`config.mk`:
```
export PLATFORM = sky130hd
export DESIGN_NAME = twos_to_sm_serial
export DESIGN_NICKNAME = d
export VERILOG_FILES = /design/src/rtl/tc_pkg.sv /design/src/rtl/tc_serial_cell.sv /design/src/rtl/twos_to_sm_serial.sv
export SDC_FILE = /design/constraint.sdc
export NUM_CORES = 1
export LEC_CHECK = 0
export BUFFER_PORTS_ARGS = -buffer_cell sky130_fd_sc_hd__buf_2
export CORE_AREA = 3 3 40 42
export CTS_CLUSTER_DIAMETER = 40
export DETAILED_ROUTE_END_ITERATION = 10
export DIE_AREA = 0 0 43 45
export GPL_TIMING_DRIVEN = 0
export PLACE_DENSITY = 0.76
export SYNTH_ARGS = -nofsm -noshare
export SYNTH_HDL_FRONTEND = slang
export SYNTH_HIERARCHICAL = 1
export SYNTH_SLANG_ARGS = --single-unit
```
`constraint.sdc`:
```
create_clock -name clk -period 2.5 [get_ports clk]
set_input_delay 0.125 -clock clk [delete_from_list [all_inputs] [get_ports clk]]
set_output_delay 0.125 -clock clk [all_outputs]
set_load 0.02 [all_outputs]
```
`src/rtl/tc_pkg.sv`:
```
// Shared types and constants for the two's complement to sign-magnitude serial converter.
package tc_pkg;

  localparam int TC_WIDTH_DEFAULT = 4;

  typedef enum logic [1:0] {
    IDLE = 2'd0,
    CONV = 2'd1,
    DONE = 2'd2
  } tc_state_e;

endpackage

```
`src/rtl/tc_serial_cell.sv`:
```
// One-bit serial negation cell: bits are copied until the first 1 is seen, then inverted.
module tc_serial_cell (
  input  logic clk,
  input  logic rst_n,
  input  logic clear,
  input  logic enable,
  input  logic sign,
  input  logic bit_in,
  output logic bit_out
);

  logic seen_one_r;

  // Copy/invert rule applied to the current bit
  always_comb begin
    bit_out = bit_in;
    if (sign && seen_one_r) begin
      bit_out = ~bit_in;
    end else begin
      bit_out = bit_in;
    end
  end

  // Remembers whether a 1 has already passed through this word
  always_ff @(posedge clk or negedge rst_n) begin
    if (!rst_n) begin
      seen_one_r <= 1'b0;
    end else if (clear) begin
      seen_one_r <= 1'b0;
    end else if (enable) begin
      seen_one_r <= seen_one_r | bit_in;
    end
  end

endmodule

```
`src/rtl/twos_to_sm_serial.sv`:
```
// Serial two's complement to sign-magnitude converter, one bit per cycle, LSB first.
// Optional out_ovf port (most-negative input flag) is enabled by defining TC_OVF_FLAG_EN.
module twos_to_sm_serial
  import tc_pkg::*;
#(
  parameter int WIDTH = TC_WIDTH_DEFAULT
) (
  input  logic             clk,
  input  logic             rst_n,
  input  logic             in_valid,
  output logic             in_ready,
  input  logic [WIDTH-1:0] in_data,
  output logic             out_valid,
  input  logic             out_ready,
  output logic             out_sign,
  output logic [WIDTH-2:0] out_mag
`ifdef TC_OVF_FLAG_EN
  ,
  output logic             out_ovf
`endif
);

  localparam int CNT_W = (WIDTH > 2) ? $clog2(WIDTH - 1) : 1;
  localparam logic [CNT_W-1:0] CNT_LAST = CNT_W'(WIDTH - 2);

  tc_state_e        state_r;
  logic [CNT_W-1:0] cnt_r;
  logic [WIDTH-2:0] data_r;
  logic [WIDTH-2:0] mag_r;
  logic             sign_r;
  logic             in_ready_r;
  logic             out_valid_r;
  logic             accept_s;
  logic             bit_s;
  logic [WIDTH-1:0] mag_cat_s;
`ifdef TC_OVF_FLAG_EN
  logic             lower_zero_r;
  logic             ovf_r;
`endif

  assign accept_s  = in_valid & in_ready_r & (state_r == IDLE);
  assign mag_cat_s = {bit_s, mag_r};

  tc_serial_cell u_cell (
    .clk     (clk),
    .rst_n   (rst_n),
    .clear   (accept_s),
    .enable  (state_r == CONV),
    .sign    (sign_r),
    .bit_in  (data_r[0]),
    .bit_out (bit_s)
  );

  // Control FSM, bit counter and shift registers; all outputs come straight from flops
  always_ff @(posedge clk or negedge rst_n) begin
    if (!rst_n) begin
      state_r      <= IDLE;
      cnt_r        <= '0;
      data_r       <= '0;
      mag_r        <= '0;
      sign_r       <= 1'b0;
      in_ready_r   <= 1'b1;
      out_valid_r  <= 1'b0;
`ifdef TC_OVF_FLAG_EN
      lower_zero_r <= 1'b0;
      ovf_r        <= 1'b0;
`endif
    end else begin
      case (state_r)
        IDLE: begin
          if (accept_s) begin
            data_r     <= in_data[WIDTH-2:0];
            sign_r     <= in_data[WIDTH-1];
            cnt_r      <= '0;
            mag_r      <= '0;
            in_ready_r <= 1'b0;
            state_r    <= CONV;
`ifdef TC_OVF_FLAG_EN
            lower_zero_r <= (in_data[WIDTH-2:0] == '0);
`endif
          end
        end
        CONV: begin
          // Result bits enter at the top so the LSB lands in bit 0 after WIDTH-1 shifts
          mag_r  <= mag_cat_s[WIDTH-1:1];
          data_r <= data_r >> 1;
          if (cnt_r == CNT_LAST) begin
            state_r     <= DONE;
            out_valid_r <= 1'b1;
`ifdef TC_OVF_FLAG_EN
            ovf_r       <= sign_r & lower_zero_r;
`endif
          end else begin
            cnt_r <= cnt_r + CNT_W'(1);
          end
        end
        DONE: begin
          if (out_ready) begin
            state_r     <= IDLE;
            out_valid_r <= 1'b0;
            in_ready_r  <= 1'b1;
`ifdef TC_OVF_FLAG_EN
            ovf_r       <= 1'b0;
`endif
          end
        end
        default: begin
          state_r     <= IDLE;
          in_ready_r  <= 1'b1;
          out_valid_r <= 1'b0;
        end
      endcase
    end
  end

  assign in_ready  = in_ready_r;
  assign out_valid = out_valid_r;
  assign out_sign  = sign_r;
  assign out_mag   = mag_r;
`ifdef TC_OVF_FLAG_EN
  assign out_ovf   = ovf_r;
`endif

endmodule

```
==> impl_metrics.ini, run 1 <==
[run_status]
outcome = finished clean

[power]
switchingPower_uw = 297.5
powerDensity_mw_per_mm2 = 1065
p_sw_frac = 0.3648
peakVddDrop_mv = 0.5202
p_int_uw = 518.0
combPwrFrac = 0.355
p_clk_frac = 0.196
p_leak_uw = 0.0003657
seqPwrFrac = 0.449

[clocking]
clk_latency_ns = 0.28
cts_made_buffers = 3
cts_root_buffer = clkbuf_4
cts_resized = 0
path_clk_slew_ns = 0.09
htreeDepth = 1
cts_tree = done
cts.sinks = 14
cts_max_path_buffers = 2

[global_route]
grt_max_degree = 15
busiest_layer = met2
use_met2 = 0.2156
track_usage = 0.1393
grt_use_met3 = 0.02390
antenna_found_initial = 0
grt_util_met1 = 0.1893
grt.overflow.total = 0
grt_pass1_wl_mm = 2.007
grt_pass1_vias = 472

[run]
cap_violations = 0

[setup_path]
crit_start = in_ready
reg2reg_depth = 3
timing.rr.start = in_ready
critPathBufInv = 1
startpoint_type = flop
worstPathRequired_ns = 2.67
path_depth = 3
critPathMaxFanout = 10
cp.arrival_ns = 1.48
rrSetupSlack_ns = 1.19
critPathKind = reg2reg
critPathSlowestCell = dfstp_2
cp_top_family = flip-flops
reg2reg_to = out_sign
crit_chain = and4bb_1 -> buf_6 -> mux2_4
endpoint_kind = flop
cp_slowest_stage_delay_ns = 0.55

[final_layout]
layout_commonest_cell = buf_2
final_cells = 92
layout.nets = 87
antenna_cells = 0
syn2layout_area_growth_pct = 20.47
final_cell_mix = buf_2 (14), nand2_1 (13), dfrtp_1 (13)
drive_gt1_frac = 0.3377

[place]
io_buffers = 13
dp_cells = 87
dp_hpwl_microns = 836.2
dp_slack_ns = 1.200
place_congestion = 0.6616

[route]
wire_per_inst_microns = 12.04
vias_per_cell = 5.250
vias = 483
drtIter0Drc = 5
final_antenna_net_count = 0
wl_mm = 1.108
drc = 0
first_pass_iters = 4

[floorplanning]
initial_core_util = 0.4946
row_count = 13
die_w_microns = 43
core_sq_mm = 0.001285
die_area_sq_mm = 0.001935
fp.dieH_microns = 45
pin_count = 14

[min_path]
whs_path_depth = 2
holdPathEnd = state_r[1]
hold_path.class = in2reg
hold_start = out_ready

[timing]
worstMarginPinSlew_ns = 0.3161
skew_ns = 0.005752
period_share = 0.5243
setup_viol = 0
finalHoldViolations = 0
whs_ns = 0.05204
rsz0062_at_grt = false
finalSetupTns_ns = 0
relSlewSlack = 0.7893
period_needed_ns = 1.311
maxSlewViolCount = 0
setup_slack_ns = 1.189
max_clock_freq_mhz = 762.9

[synthesis]
yosysTopAreaCell = dfrtp_1
syn_avg_cell_area_sq_um = 10.77
ys_warn_count = 6
yosysUniqueCellTypes = 23
synth-seq-cells = 14
synth_area_leaders = dfrtp_1 (51%), nand2_1 (7.7%), o21ai_0 (4.7%), dfstp_2 (4.1%), mux2i_1 (3.1%)
ys_seq_area_frac = 0.5531
syn_area_sq_um = 635.6
synthCells = 59
yosysTopAreaCellShare = 0.5118
syn_nets = 68
[cell type report]
type / instances / area [sq um]
multi-input combinational: 39 / 252.7
fill: 117 / 519.2
sequential: 14 / 351.6
timing repair buffer: 14 / 75.07
buffer: 2 / 16.27
tap: 15 / 18.77
inverter: 4 / 15.01
clock buffer: 4 / 36.28
[cell families after synthesis]
logic type	share of synthesized area
AND/OR/NAND/NOR	0.1339
AO/OA/AOI/OAI	0.1752
flip-flops	0.5532
buffers and inverters	0.04920
multiplexers	0.05511
XOR/XNOR	0.01378
adder cells (fa/ha/maj)	0.01968
[worst max-delay path by stage]
stage / end / slack [ns]
finish: out_sign / 1.19
global placement: out_sign / 1.21
CTS: out_sign / 1.19
detailed placement: out_sign / 1.20
global route: data_r[1] / 1.12
floorplan: out_sign / 1.16
[power groups by stage]
stage | clock network, uW | registers [uW] | logic, uW
6_report | 160 | 366 | 290
5_1_grt | 175 | 376 | 327
4_1_cts | 166 | 366 | 294
3_5_place_dp | 0 | 370 | 292
3_3_place_gp | 0 | 365 | 285
2_1_floorplan | 0 | 397 | 180
[flip-flops by register name, summed over array words and instances, names as in the netlist]
register           cells
cnt_r                  2
data_r                 3
in_ready               1
out_mag                3
out_sign               1
out_valid              1
state_r                2
u_cell/seen_one_r      1
[timing repair]
item,CTS,global route
buffers inserted,0,0
hold buffers,1,0
endpoints found under the hold margin,13,0
[worst reg2reg max path: cells and delay by family (launching register included)]
| kind | cells | cell delay, ns |
|---|---|---|
| and+or+nand+nor | 1 | 0.21 |
| DFF | 1 | 0.55 |
| buffers and inverters | 1 | 0.14 |
| muxes | 1 | 0.30 |
[per-layer routing]
layer / share of wire / vias up
met5: 0 / -
met4: 0.018 / 0
met3: 0.053 / 6
met2: 0.46 / 19
met1: 0.46 / 223
li1: - / 235
[synthesized netlist by cell type]
| master | number |
|---|---|
| nand2b_1 | 1 |
| buf_2 | 1 |
| buf_6 | 1 |
| inv_1 | 3 |
| dfstp_2 | 1 |
| nand2_1 | 13 |
| inv_2 | 1 |
| ha_1 | 1 |
| o21ai_2 | 1 |
| o31ai_1 | 1 |
| mux2i_1 | 2 |
| or3_1 | 1 |
| o21ai_1 | 1 |
| o21bai_4 | 1 |
| mux2_4 | 1 |
| o22a_2 | 1 |
| xnor2_1 | 1 |
| and4bb_1 | 1 |
| o21ai_0 | 6 |
| o32ai_2 | 1 |
| nor2_1 | 3 |
| dfrtp_1 | 13 |
| a21oi_1 | 3 |
[through the flow]
step | cell area, sq um | util | total power [uW]
3_3_place_gp | 719.4 | 0.5599 | 649.8
2_1_floorplan | 635.6 | - | 576.9
3_5_place_dp | 719.4 | 0.5599 | 662.0
6_report | 765.7 | 0.5959 | 815.4
4_1_cts | 765.7 | 0.5959 | 825.9
5_1_grt | 765.7 | 0.5959 | 877.7
(Power assumes the default switching activity.)
==> run 2, diff against run 1 <==
--- a/config.mk
+++ b/config.mk
@@ -6,12 +6,12 @@
 export NUM_CORES = 1
 export LEC_CHECK = 0
 export BUFFER_PORTS_ARGS = -buffer_cell sky130_fd_sc_hd__buf_2
-export CORE_AREA = 3 3 40 42
+export CORE_MARGIN = 3
+export CORE_UTILIZATION = 45
 export CTS_CLUSTER_DIAMETER = 40
 export DETAILED_ROUTE_END_ITERATION = 10
-export DIE_AREA = 0 0 43 45
 export GPL_TIMING_DRIVEN = 0
-export PLACE_DENSITY = 0.76
+export PLACE_DENSITY = 0.75
 export SYNTH_ARGS = -nofsm -noshare
 export SYNTH_HDL_FRONTEND = slang
 export SYNTH_HIERARCHICAL = 1
==> constraint.sdc (replaced) <==
create_clock -name clk -period 1.13 [get_ports clk]
set_input_delay 0.0565 -clock clk [delete_from_list [all_inputs] [get_ports clk]]
set_output_delay 0.0565 -clock clk [all_outputs]
set_load 0.02 [all_outputs]
==> run 2 against run 1 <==
Compared with the run above: the run now ends with negative setup slack left; wire length rose by 8.8%; setup slack got worse by 1.4 ns; via count rose by 1.2%; hold slack got worse by 0.033 ns; clock skew rose by 0.0018 ns; power rose by 130%; critical endpoint unchanged; largest power group unchanged; highest routed layer unchanged.
==> impl_metrics.ini, run 2 (synthesized netlist as in run 1, its figures left out) <==
[clocking]
cts.sinks = 14
path_clk_slew_ns = 0.08
cts_made_buffers = 3
cts_max_path_buffers = 2
cts_root_buffer = clkbuf_4
cts_tree = done
clk_latency_ns = 0.28
htreeDepth = 1

[place]
dpl_cell_area_sq_um = 718.2
dp_cells = 86
place_congestion = 0.6752
io_buffers = 13

[route]
first_pass_iters = 4
wl_mm = 1.206
final_antenna_net_count = 0
vias = 489
wire_per_inst_microns = 12.56
vias_per_cell = 5.094
drc = 0
drtIter0Drc = 10

[timing]
maxSlewViolCount = 0
relSlewSlack = 0.7933
rsz0062_at_grt = true
period_share = 1.149
finalHoldViolations = 0
finalSetupTns_ns = -0.6031
worstMarginPinSlew_ns = 0.3100
setup_slack_ns = -0.1680
skew_ns = 0.007558
setup_viol = 6
max_clock_freq_mhz = 770.4
period_needed_ns = 1.298

[setup_path]
rrSetupSlack_ns = -0.17
critPathKind = reg2reg
crit_start = in_ready
worstPathRequired_ns = 1.29
critPathMaxFanout = 5
timing.rr.start = in_ready
endpoint_kind = flop
startpoint_type = flop
cp.arrival_ns = 1.46

[power]
peakVddDrop_mv = 1.082
powerDensity_mw_per_mm2 = 2278
p_total_uw = 1887
p_leak_uw = 0.0003953

[global_route]
grt_pass1_wl_mm = 2.063
antenna_found_initial = 0
grt_max_degree = 15
track_usage = 0.1531
grt.overflow.total = 0
grt_pass1_vias = 451

[min_path]
hold_path.class = in2reg
hold_start = in_data[3]

[final_layout]
drive_gt1_frac = 0.3780
final_cell_mix = nand2_1 (13), dfrtp_1 (13), buf_2 (12)
layout.nets = 92
fillers = 86
final_cells = 96
antenna_cells = 0
syn2layout_area_growth_pct = 30.31
fin_area_sq_um = 828.3
finish.utilization = 0.6811

[run_status]
failed_checks = negative setup slack
outcome = complete, but fails checks

[floorplanning]
initial_core_util = 0.5226
core_sq_mm = 0.001216
row_count = 12
pin_count = 14
die_area_sq_mm = 0.001899
fp.dieH_microns = 43.58
die_w_microns = 43.58

[run]
cap_violations = 0
[run 2: timing repair]
item                                   CTS  global route
hold buffers                             3             0
setup buffers                            3             1
pin swaps                                3             1
endpoints found under the hold margin   16             0
setup endpoints to repair                8            13
gates cloned                             1             0
resized for setup                        9             3
[run 2: critical path: stages, from the launching register on]
cell and delay, ns:
dfstp_2 0.53, and4bb_1 0.22, buf_6 0.14, mux2_4 0.29
[run 2: final cells by class]
class,instances,area [sq um],area share
clock buffer,4,36.28,0.04381
tap,14,17.52,0.02115
inverter,4,17.52,0.02115
timing repair buffer,19,123.9,0.1495
buffer,2,22.52,0.02719
multi-input combinational,39,259.0,0.3127
sequential,14,351.6,0.4245
[run 2: per-layer routing]
metal / GRT usage / up-vias / share of wire
li1: - / 246 / -
met1: 0.2010 / 229 / 0.45
met2: 0.2151 / 12 / 0.48
met3: 0.07884 / 2 / 0.056
met4: 0.05422 / 0 / 0.0091
met5: 0 / - / 0
[run 2: where the power goes]
group | internal (uW) | leakage, uW | switching (uW)
clock | 196 | 0.0000210 | 165
combinational | 325 | 0.000199 | 403
sequential | 680 | 0.000175 | 119
total | 1200 | 0.000395 | 686
[run 2: metrics by stage]
stage | hold slack, ns | worst slack (ns)
2_1_floorplan | -0.2391 | -0.2094
3_3_place_gp | -0.03788 | -0.1717
3_5_place_dp | -0.03378 | -0.1740
4_1_cts | 0.006787 | -0.1739
5_1_grt | 0.006037 | -0.2119
6_report | 0.01908 | -0.1680
[run 2: path summary, 6_finish.rpt]
path / endpoint / depth (start not counted)
hold reg to reg: u_cell/seen_one_r / 2
hold / removal: out_sign / 2
setup / recovery: out_sign / 3
min in group asynchronous: data_r[0] / 2
max in group asynchronous: in_ready / 2
setup reg to reg: out_sign / 3
